===== src/rtl/reorder_buffer_pkg.sv =====
`default_nettype none
// +-----------------------------------------------------------------------+
// | reorder_buffer_pkg: shared widths, types and ID helpers for the ROB    |
// | Revision: 1.0                                                          |
// +-----------------------------------------------------------------------+
package reorder_buffer_pkg;

  localparam int ROB_SIZE  = 16;
  localparam int ROB_IDX_W = $clog2(ROB_SIZE);
  localparam int ROB_ID_W  = ROB_IDX_W + 1;
  localparam int REG_W     = 5;
  localparam int DATA_W    = 32;

  typedef logic [ROB_ID_W-1:0]  rob_id_t;
  typedef logic [ROB_IDX_W-1:0] rob_idx_t;
  typedef logic [ROB_ID_W-1:0]  rob_cnt_t;
  typedef logic [REG_W-1:0]     reg_pos_t;
  typedef logic [DATA_W-1:0]    data_t;

  localparam rob_id_t  ZERO_ROB   = '0;
  localparam rob_cnt_t COUNT_FULL = rob_cnt_t'(ROB_SIZE);

  // IDs are slot index + 1 so that ID 0 can mean "no producer".
  function automatic rob_idx_t id_to_idx(input rob_id_t id);
    return rob_idx_t'(id - rob_id_t'(1));
  endfunction

  function automatic rob_id_t idx_to_id(input rob_idx_t idx);
    return rob_id_t'(idx) + rob_id_t'(1);
  endfunction

endpackage
`default_nettype wire


===== src/rtl/reorder_buffer_if.sv =====
`default_nettype none
// +-----------------------------------------------------------------------+
// | reorder_buffer_if: dispatcher / ALU / register-file signals of the ROB |
// | Revision: 1.0                                                          |
// +-----------------------------------------------------------------------+
interface reorder_buffer_if;
  import reorder_buffer_pkg::*;

  logic     ena_from_dsp;
  reg_pos_t rd_from_dsp;
  logic     is_jump_from_dsp;
  logic     pred_jump_from_dsp;
  rob_id_t  rob_id_to_dsp;
  logic     full_to_dsp;
  rob_id_t  Q1_from_dsp;
  rob_id_t  Q2_from_dsp;
  logic     rdy1_to_dsp;
  logic     rdy2_to_dsp;
  data_t    V1_to_dsp;
  data_t    V2_to_dsp;

  logic     valid_from_alu;
  rob_id_t  rob_id_from_alu;
  data_t    V_from_alu;
  logic     jump_from_alu;
  data_t    target_pc_from_alu;

  logic     commit_flag_to_reg;
  logic     commit_jump_flag_to_reg;
  reg_pos_t rd_to_reg;
  rob_id_t  Q_to_reg;
  data_t    V_to_reg;
  data_t    target_pc_to_if;

  modport slave (
    input  ena_from_dsp, rd_from_dsp, is_jump_from_dsp, pred_jump_from_dsp,
    input  Q1_from_dsp, Q2_from_dsp,
    input  valid_from_alu, rob_id_from_alu, V_from_alu, jump_from_alu, target_pc_from_alu,
    output rob_id_to_dsp, full_to_dsp, rdy1_to_dsp, rdy2_to_dsp, V1_to_dsp, V2_to_dsp,
    output commit_flag_to_reg, commit_jump_flag_to_reg, rd_to_reg, Q_to_reg, V_to_reg,
    output target_pc_to_if
  );

  modport master (
    output ena_from_dsp, rd_from_dsp, is_jump_from_dsp, pred_jump_from_dsp,
    output Q1_from_dsp, Q2_from_dsp,
    output valid_from_alu, rob_id_from_alu, V_from_alu, jump_from_alu, target_pc_from_alu,
    input  rob_id_to_dsp, full_to_dsp, rdy1_to_dsp, rdy2_to_dsp, V1_to_dsp, V2_to_dsp,
    input  commit_flag_to_reg, commit_jump_flag_to_reg, rd_to_reg, Q_to_reg, V_to_reg,
    input  target_pc_to_if
  );

endinterface
`default_nettype wire


===== src/rtl/reorder_buffer_lookup.sv =====
`default_nettype none
// +-----------------------------------------------------------------------+
// | reorder_buffer_lookup: combinational ID -> (rdy, V) port, ALU bypass   |
// | Revision: 1.0                                                          |
// +-----------------------------------------------------------------------+
module reorder_buffer_lookup
  import reorder_buffer_pkg::*;
(
  input  rob_id_t                  q,
  input  logic  [ROB_SIZE-1:0]     busy,
  input  logic  [ROB_SIZE-1:0]     ready,
  input  data_t [ROB_SIZE-1:0]     val,
  input  logic                     alu_valid,
  input  rob_id_t                  alu_id,
  input  data_t                    alu_val,
  output logic                     rdy,
  output data_t                    v
);

  rob_idx_t w_idx;

  assign w_idx = id_to_idx(q);

  always_comb begin
    rdy = 1'b0;
    v   = '0;
    if (q != ZERO_ROB) begin
      // The same-cycle broadcast wins: the stored copy is not written until the edge.
      if (alu_valid && (alu_id == q)) begin
        rdy = 1'b1;
        v   = alu_val;
      end else if (busy[w_idx] && ready[w_idx]) begin
        rdy = 1'b1;
        v   = val[w_idx];
      end
    end
  end

endmodule
`default_nettype wire


===== src/rtl/reorder_buffer.sv =====
`default_nettype none
// +-----------------------------------------------------------------------+
// | reorder_buffer: circular in-order-commit ROB; lookup ports need        |
// | ROB_FWD_EN defined, otherwise they read as 0. Revision: 1.0            |
// +-----------------------------------------------------------------------+
module reorder_buffer
  import reorder_buffer_pkg::*;
(
  input  logic            clk,
  input  logic            rst,
  reorder_buffer_if.slave bus
);

  rob_idx_t                r_head;
  rob_idx_t                r_tail;
  rob_cnt_t                r_count;
  logic     [ROB_SIZE-1:0] r_busy;
  logic     [ROB_SIZE-1:0] r_ready;
  logic     [ROB_SIZE-1:0] r_is_jump;
  logic     [ROB_SIZE-1:0] r_pred;
  logic     [ROB_SIZE-1:0] r_actual;
  reg_pos_t [ROB_SIZE-1:0] r_rd;
  data_t    [ROB_SIZE-1:0] r_val;
  data_t    [ROB_SIZE-1:0] r_tpc;

  logic     w_full;
  logic     w_alloc;
  rob_idx_t w_wb_idx;
  logic     w_wb_hit;
  logic     w_commit;
  logic     w_mispredict;

  assign w_full       = (r_count == COUNT_FULL);
  assign w_alloc      = bus.ena_from_dsp && !w_full;
  assign w_wb_idx     = id_to_idx(bus.rob_id_from_alu);
  assign w_wb_hit     = bus.valid_from_alu && (bus.rob_id_from_alu != ZERO_ROB) && r_busy[w_wb_idx];
  assign w_commit     = r_busy[r_head] && r_ready[r_head];
  assign w_mispredict = w_commit && r_is_jump[r_head] && (r_actual[r_head] != r_pred[r_head]);

  assign bus.full_to_dsp   = w_full;
  assign bus.rob_id_to_dsp = idx_to_id(r_tail);

  always_ff @(posedge clk) begin
    if (rst) begin
      r_head                      <= '0;
      r_tail                      <= '0;
      r_count                     <= '0;
      r_busy                      <= '0;
      r_ready                     <= '0;
      bus.commit_flag_to_reg      <= 1'b0;
      bus.commit_jump_flag_to_reg <= 1'b0;
      bus.rd_to_reg               <= '0;
      bus.Q_to_reg                <= ZERO_ROB;
      bus.V_to_reg                <= '0;
      bus.target_pc_to_if         <= '0;
    end else begin
      bus.commit_flag_to_reg      <= w_commit;
      bus.commit_jump_flag_to_reg <= w_mispredict;
      bus.rd_to_reg               <= w_commit ? r_rd[r_head] : '0;
      bus.Q_to_reg                <= w_commit ? idx_to_id(r_head) : ZERO_ROB;
      bus.V_to_reg                <= w_commit ? r_val[r_head] : '0;
      if (w_mispredict) begin
        bus.target_pc_to_if <= r_tpc[r_head];
        r_head              <= '0;
        r_tail              <= '0;
        r_count             <= '0;
        r_busy              <= '0;
      end else begin
        // Allocation slot is never busy, so it cannot collide with write-back or commit.
        if (w_alloc) begin
          r_busy[r_tail]  <= 1'b1;
          r_ready[r_tail] <= 1'b0;
          r_tail          <= r_tail + 1'b1;
        end
        if (w_wb_hit) begin
          r_ready[w_wb_idx] <= 1'b1;
        end
        if (w_commit) begin
          r_busy[r_head] <= 1'b0;
          r_head         <= r_head + 1'b1;
        end
        case ({w_alloc, w_commit})
          2'b10:   r_count <= r_count + 1'b1;
          2'b01:   r_count <= r_count - 1'b1;
          default: r_count <= r_count;
        endcase
      end
    end
  end

  // Payload storage needs no reset; busy/ready qualify every read.
  always_ff @(posedge clk) begin
    if (w_alloc && !w_mispredict) begin
      r_rd[r_tail]      <= bus.rd_from_dsp;
      r_is_jump[r_tail] <= bus.is_jump_from_dsp;
      r_pred[r_tail]    <= bus.pred_jump_from_dsp;
    end
    if (w_wb_hit && !w_mispredict) begin
      r_val[w_wb_idx]    <= bus.V_from_alu;
      r_actual[w_wb_idx] <= bus.jump_from_alu;
      r_tpc[w_wb_idx]    <= bus.target_pc_from_alu;
    end
  end

`ifdef ROB_FWD_EN
  reorder_buffer_lookup u_lookup1 (
    .q         (bus.Q1_from_dsp),
    .busy      (r_busy),
    .ready     (r_ready),
    .val       (r_val),
    .alu_valid (bus.valid_from_alu),
    .alu_id    (bus.rob_id_from_alu),
    .alu_val   (bus.V_from_alu),
    .rdy       (bus.rdy1_to_dsp),
    .v         (bus.V1_to_dsp)
  );

  reorder_buffer_lookup u_lookup2 (
    .q         (bus.Q2_from_dsp),
    .busy      (r_busy),
    .ready     (r_ready),
    .val       (r_val),
    .alu_valid (bus.valid_from_alu),
    .alu_id    (bus.rob_id_from_alu),
    .alu_val   (bus.V_from_alu),
    .rdy       (bus.rdy2_to_dsp),
    .v         (bus.V2_to_dsp)
  );
`else
  logic w_unused_q;
  assign w_unused_q      = ^{bus.Q1_from_dsp, bus.Q2_from_dsp};
  assign bus.rdy1_to_dsp = 1'b0;
  assign bus.rdy2_to_dsp = 1'b0;
  assign bus.V1_to_dsp   = '0;
  assign bus.V2_to_dsp   = '0;
`endif

endmodule
`default_nettype wire


===== src/flat_wrapper.sv =====
// flat-port wrapper written by rule: the top's interface ports become plain ports
module reorder_buffer_flat import reorder_buffer_pkg::*;
  (clk, rst, bus_ena_from_dsp, bus_rd_from_dsp, bus_is_jump_from_dsp, bus_pred_jump_from_dsp, bus_Q1_from_dsp, bus_Q2_from_dsp, bus_valid_from_alu, bus_rob_id_from_alu, bus_V_from_alu, bus_jump_from_alu, bus_target_pc_from_alu, bus_rob_id_to_dsp, bus_full_to_dsp, bus_rdy1_to_dsp, bus_rdy2_to_dsp, bus_V1_to_dsp, bus_V2_to_dsp, bus_commit_flag_to_reg, bus_commit_jump_flag_to_reg, bus_rd_to_reg, bus_Q_to_reg, bus_V_to_reg, bus_target_pc_to_if);
  reorder_buffer_if bus_i ();
  input  logic clk;
  input  logic rst;
  input wire logic [$bits(bus_i.ena_from_dsp)-1:0] bus_ena_from_dsp;
  input wire logic [$bits(bus_i.rd_from_dsp)-1:0] bus_rd_from_dsp;
  input wire logic [$bits(bus_i.is_jump_from_dsp)-1:0] bus_is_jump_from_dsp;
  input wire logic [$bits(bus_i.pred_jump_from_dsp)-1:0] bus_pred_jump_from_dsp;
  input wire logic [$bits(bus_i.Q1_from_dsp)-1:0] bus_Q1_from_dsp;
  input wire logic [$bits(bus_i.Q2_from_dsp)-1:0] bus_Q2_from_dsp;
  input wire logic [$bits(bus_i.valid_from_alu)-1:0] bus_valid_from_alu;
  input wire logic [$bits(bus_i.rob_id_from_alu)-1:0] bus_rob_id_from_alu;
  input wire logic [$bits(bus_i.V_from_alu)-1:0] bus_V_from_alu;
  input wire logic [$bits(bus_i.jump_from_alu)-1:0] bus_jump_from_alu;
  input wire logic [$bits(bus_i.target_pc_from_alu)-1:0] bus_target_pc_from_alu;
  output wire logic [$bits(bus_i.rob_id_to_dsp)-1:0] bus_rob_id_to_dsp;
  output wire logic [$bits(bus_i.full_to_dsp)-1:0] bus_full_to_dsp;
  output wire logic [$bits(bus_i.rdy1_to_dsp)-1:0] bus_rdy1_to_dsp;
  output wire logic [$bits(bus_i.rdy2_to_dsp)-1:0] bus_rdy2_to_dsp;
  output wire logic [$bits(bus_i.V1_to_dsp)-1:0] bus_V1_to_dsp;
  output wire logic [$bits(bus_i.V2_to_dsp)-1:0] bus_V2_to_dsp;
  output wire logic [$bits(bus_i.commit_flag_to_reg)-1:0] bus_commit_flag_to_reg;
  output wire logic [$bits(bus_i.commit_jump_flag_to_reg)-1:0] bus_commit_jump_flag_to_reg;
  output wire logic [$bits(bus_i.rd_to_reg)-1:0] bus_rd_to_reg;
  output wire logic [$bits(bus_i.Q_to_reg)-1:0] bus_Q_to_reg;
  output wire logic [$bits(bus_i.V_to_reg)-1:0] bus_V_to_reg;
  output wire logic [$bits(bus_i.target_pc_to_if)-1:0] bus_target_pc_to_if;
  assign bus_i.ena_from_dsp = bus_ena_from_dsp;
  assign bus_i.rd_from_dsp = bus_rd_from_dsp;
  assign bus_i.is_jump_from_dsp = bus_is_jump_from_dsp;
  assign bus_i.pred_jump_from_dsp = bus_pred_jump_from_dsp;
  assign bus_i.Q1_from_dsp = bus_Q1_from_dsp;
  assign bus_i.Q2_from_dsp = bus_Q2_from_dsp;
  assign bus_i.valid_from_alu = bus_valid_from_alu;
  assign bus_i.rob_id_from_alu = bus_rob_id_from_alu;
  assign bus_i.V_from_alu = bus_V_from_alu;
  assign bus_i.jump_from_alu = bus_jump_from_alu;
  assign bus_i.target_pc_from_alu = bus_target_pc_from_alu;
  assign bus_rob_id_to_dsp = bus_i.rob_id_to_dsp;
  assign bus_full_to_dsp = bus_i.full_to_dsp;
  assign bus_rdy1_to_dsp = bus_i.rdy1_to_dsp;
  assign bus_rdy2_to_dsp = bus_i.rdy2_to_dsp;
  assign bus_V1_to_dsp = bus_i.V1_to_dsp;
  assign bus_V2_to_dsp = bus_i.V2_to_dsp;
  assign bus_commit_flag_to_reg = bus_i.commit_flag_to_reg;
  assign bus_commit_jump_flag_to_reg = bus_i.commit_jump_flag_to_reg;
  assign bus_rd_to_reg = bus_i.rd_to_reg;
  assign bus_Q_to_reg = bus_i.Q_to_reg;
  assign bus_V_to_reg = bus_i.V_to_reg;
  assign bus_target_pc_to_if = bus_i.target_pc_to_if;
  reorder_buffer u_core (.clk(clk), .rst(rst), .bus(bus_i));
endmodule

===== config.mk =====
export PLATFORM = sky130hd
export DESIGN_NAME = reorder_buffer_flat
export DESIGN_NICKNAME = d
export VERILOG_FILES = /design/src/rtl/reorder_buffer_pkg.sv /design/src/rtl/reorder_buffer_if.sv /design/src/rtl/reorder_buffer_lookup.sv /design/src/rtl/reorder_buffer.sv /design/src/flat_wrapper.sv
export SDC_FILE = /design/constraint.sdc
export NUM_CORES = 1
export LEC_CHECK = 0
export CAP_MARGIN = 20
export CORE_UTILIZATION = 60
export DETAILED_ROUTE_END_ITERATION = 8
export PLACE_DENSITY = 0.85
export SYNTH_ARGS = -nofsm -noshare
export SYNTH_HDL_FRONTEND = slang
export SYNTH_SLANG_ARGS = --single-unit

===== constraint.sdc =====
create_clock -name clk -period 9.3 [get_ports clk]
set_input_delay 1.86 -clock clk [delete_from_list [all_inputs] [get_ports clk]]
set_output_delay 1.86 -clock clk [all_outputs]
set_load 0.1 [all_outputs]

==> impl_metrics.ini <==
[status]
outcome = complete, no violations

[final_layout]
drive_gt1_share_pct = 25.4
final_cell_mix = 1,152 x edfxtp_1, 370 x mux4_2, 161 x clkdlybuf4s50_1
syn_to_final_growth_pct = 13.7
reg.largest.list = u_core.r_tpc: 512 flops, u_core.r_val: 512 flops, u_core.r_rd: 80 flops
final_common_cell = edfxtp_1
layout.nets = 2515
final.fill_count = 4385

[worst_setup_path]
crit_fanout = 63
crit_path_frequent_cell = buf_4
critPathCaptureType = register
cpPeakStageDelay_ps = 960
crit_buf_inv = 2
crit_required_ps = 9580
arrival_ps = 6670
worstSetupPathType = reg -> reg
cp_cell_sequence = buf_4, nor2_1, a22o_1, a221oi_1, xor2_1, and3_4, or4b_1, nor2_4, buf_4
cp_top_family = simple AND/OR/NAND/NOR gates
critPathLaunchType = register
crit_slowest_cell = or4b_1

[sta]
drv_slew = 0
worst_pin_slew_ps = 1170
min_period_ps = 6390
setup_viol = 0
fin_setup_tns_ps = 0
finalCritPeriodShare_pct = 68.7
max_freq_mhz = 156
relSlewSlack_pct = 22.2
hold_viol = 0
skew_ps = 64.2
rsz0062_at_grt = no

[cts]
cts_sinks = 1273
cts_tree = done
clk_pin_slew_ps = 60
clkLatencyLatePin_ps = 710
cts-root-buf = clkbuf_16
htree_levels = 3
cts_hold_buf = 0
post_cts_buffers = 0
clock_path_buffers = 3
cts_made_buffers = 116
cts.repair.resized = 0

[power]
power.leakage_uw = 0.0169
clockPowerShare_pct = 42.6
vdd_ir_drop_max_mv = 0.160
comb_power_share_pct = 2.6
p_int_uw = 9020
seqPwrFrac_pct = 54.9
finalPower_uw = 11400
switching_share_pct = 20.7
power_density_nw_per_um2 = 206
switching_power_uw = 2360

[synth]
synth_compound_area_share_pct = 0.803
yosysWarnings = 0
ys_types = 43
syn_area_um2 = 48600
synth_ff_type = edfxtp_1
synthMuxAreaShare_pct = 17.8
avgSynthCellArea_um2 = 22.2
synthArstFlopShare_pct = 0
synth_fa_ha_area_share_pct = 0.438
yosys.area_share.simple_pct = 2.10
synth_xor_xnor_area_share_pct = 0.360
synth_edf_count = 1152
ys_ff_latch = 1273
netlist_instances = 2192
synth-seq-area-share_pct = 76.2
synth_top_family_by_area = multiplexers

[drt]
drt_pre_antenna_iters = 6
vias = 24200
drc = 0
wl_mm = 118
drtAntennaViolNets = 0
wl_per_cell_um = 33.1
drt-initial-drc-count = 3268
routed_via_density = 6.77

[floorplan]
core_um2 = 80300
start_util_pct = 60.5
io_pins = 239
die_w_um = 287
dieHeight_um = 287
core.rowCount = 104
dieArea_um2 = 82200

[placed_design]
dp_hpwl_mm = 56.8
gp_congestion = 0.888
portBuffers = 162

[job]
cap_violations = 0

[grt]
grt_pass1_wl_mm = 169
grt_max_degree = 95
antenna_found_initial = 18
track_usage_pct = 29.1
first_global_vias = 24900
grt.overflow.total = 0

[hold_path]
min_path_type = reg -> reg
## synthesized netlist by cell type (2+ instances only)
| master | n | area (um2) |
|---|---|---|
| buf_2 | 22 | 110 |
| edfxtp_1 | 1152 | 34600 |
| o32ai_1 | 10 | 87.6 |
| nor2_1 | 97 | 364 |
| nor3_1 | 21 | 105 |
| or3_1 | 8 | 50.1 |
| clkbuf_1 | 75 | 282 |
| a22o_1 | 4 | 35.0 |
| nand2b_1 | 15 | 93.8 |
| xor2_1 | 14 | 123 |
| o21ai_0 | 3 | 15.0 |
| dfxtp_1 | 121 | 2420 |
| and2_1 | 3 | 18.8 |
| o31ai_1 | 2 | 15.0 |
| buf_1 | 14 | 52.6 |
| buf_4 | 71 | 533 |
| a21oi_1 | 7 | 35.0 |
| nand3_1 | 3 | 15.0 |
| mux4_2 | 370 | 8330 |
| and3_1 | 3 | 18.8 |
| a221oi_1 | 2 | 17.5 |
| o22ai_1 | 17 | 106 |
| buf_6 | 3 | 33.8 |
| mux2i_1 | 34 | 340 |
| ha_1 | 17 | 213 |
| or2_2 | 3 | 18.8 |
| xnor2_1 | 6 | 52.6 |
| nor2b_1 | 40 | 250 |
| a22oi_1 | 3 | 22.5 |
| nand2_1 | 13 | 48.8 |
| inv_1 | 27 | 101 |
## logic make-up (layout without fill, tap and decap cells)
kind of cell	count (synthesis)	in the layout
multiplexers	404	404
other	1	76
buffers and inverters	212	463
AO/OA/AOI/OAI	54	54
XOR/XNOR	20	20
flip-flops	1273	1273
adder cells (fa/ha/maj)	17	17
AND/OR/NAND/NOR	211	211
## area by class of cell
class / count / area [um2] / area share, %
inverters: 27 / 104 / 0.188
multi-input cells: 772 / 10800 / 19.6
repair buffers: 217 / 2090 / 3.79
well taps: 1060 / 1330 / 2.40
flip-flops and latches: 1273 / 37000 / 67.0
diodes: 10 / 25.0 / 0.0453
clock buffers: 166 / 3270 / 5.92
clock inverters: 53 / 582 / 1.05
## worst register-to-register path, stage by stage (launching register included)
cell      delay (ps)
dfxtp_4          920
buf_4            870
nor2_1           270
a22o_1           280
a221oi_1         370
xor2_1           130
and3_4           500
or4b_1           980
nor2_4           830
buf_4            850
## worst paths after layout
check / from / endpoint / slack [ps] / cells after the start
setup / recovery: u_core.r_head[2] / u_core.r_tpc[162] / 2910 / 9
hold / removal: u_core.r_ready[15] / u_core.r_ready[15] / 490 / 2
setup reg to reg: u_core.r_head[2] / u_core.r_tpc[162] / 2910 / 9
hold reg to reg: u_core.r_ready[15] / u_core.r_ready[15] / 490 / 2
## power groups by stage
stage	clock, uW	sequential (uW)	combinational, uW
after floorplan	0	6370	191
after global placement	0	6370	271
after detailed placement	0	6370	284
after CTS	4870	6250	288
after global routing	5070	6240	303
final	4840	6250	291
## layer usage
layer | track usage, % | part of all wire, % | up-vias
met2 | 49.8 | 53 | 1902
met5 | 0 | 0.058 | -
met1 | 36.2 | 34 | 12600
met4 | 13.8 | 4.0 | 14
met3 | 5.12 | 9.6 | 349
li1 | - | - | 9350
## through the flow
| step | utilization, % | area (um2) | cells | hold slack [ps] | setup WS, ps |
|---|---|---|---|---|---|
| after floorplan | - | 48800 | 2257 | 445 | 908 |
| after global placement | 63.9 | 51300 | 3346 | 458 | 3160 |
| after detailed placement | 63.9 | 51300 | 3346 | 469 | 2970 |
| after CTS | 68.7 | 55200 | 3565 | 478 | 2930 |
| after global routing | 68.9 | 55300 | 3577 | 510 | 2760 |
| final | 68.9 | 55300 | 3578 | 485 | 2910 |
Note: power is estimated with default switching activity, not from simulation.
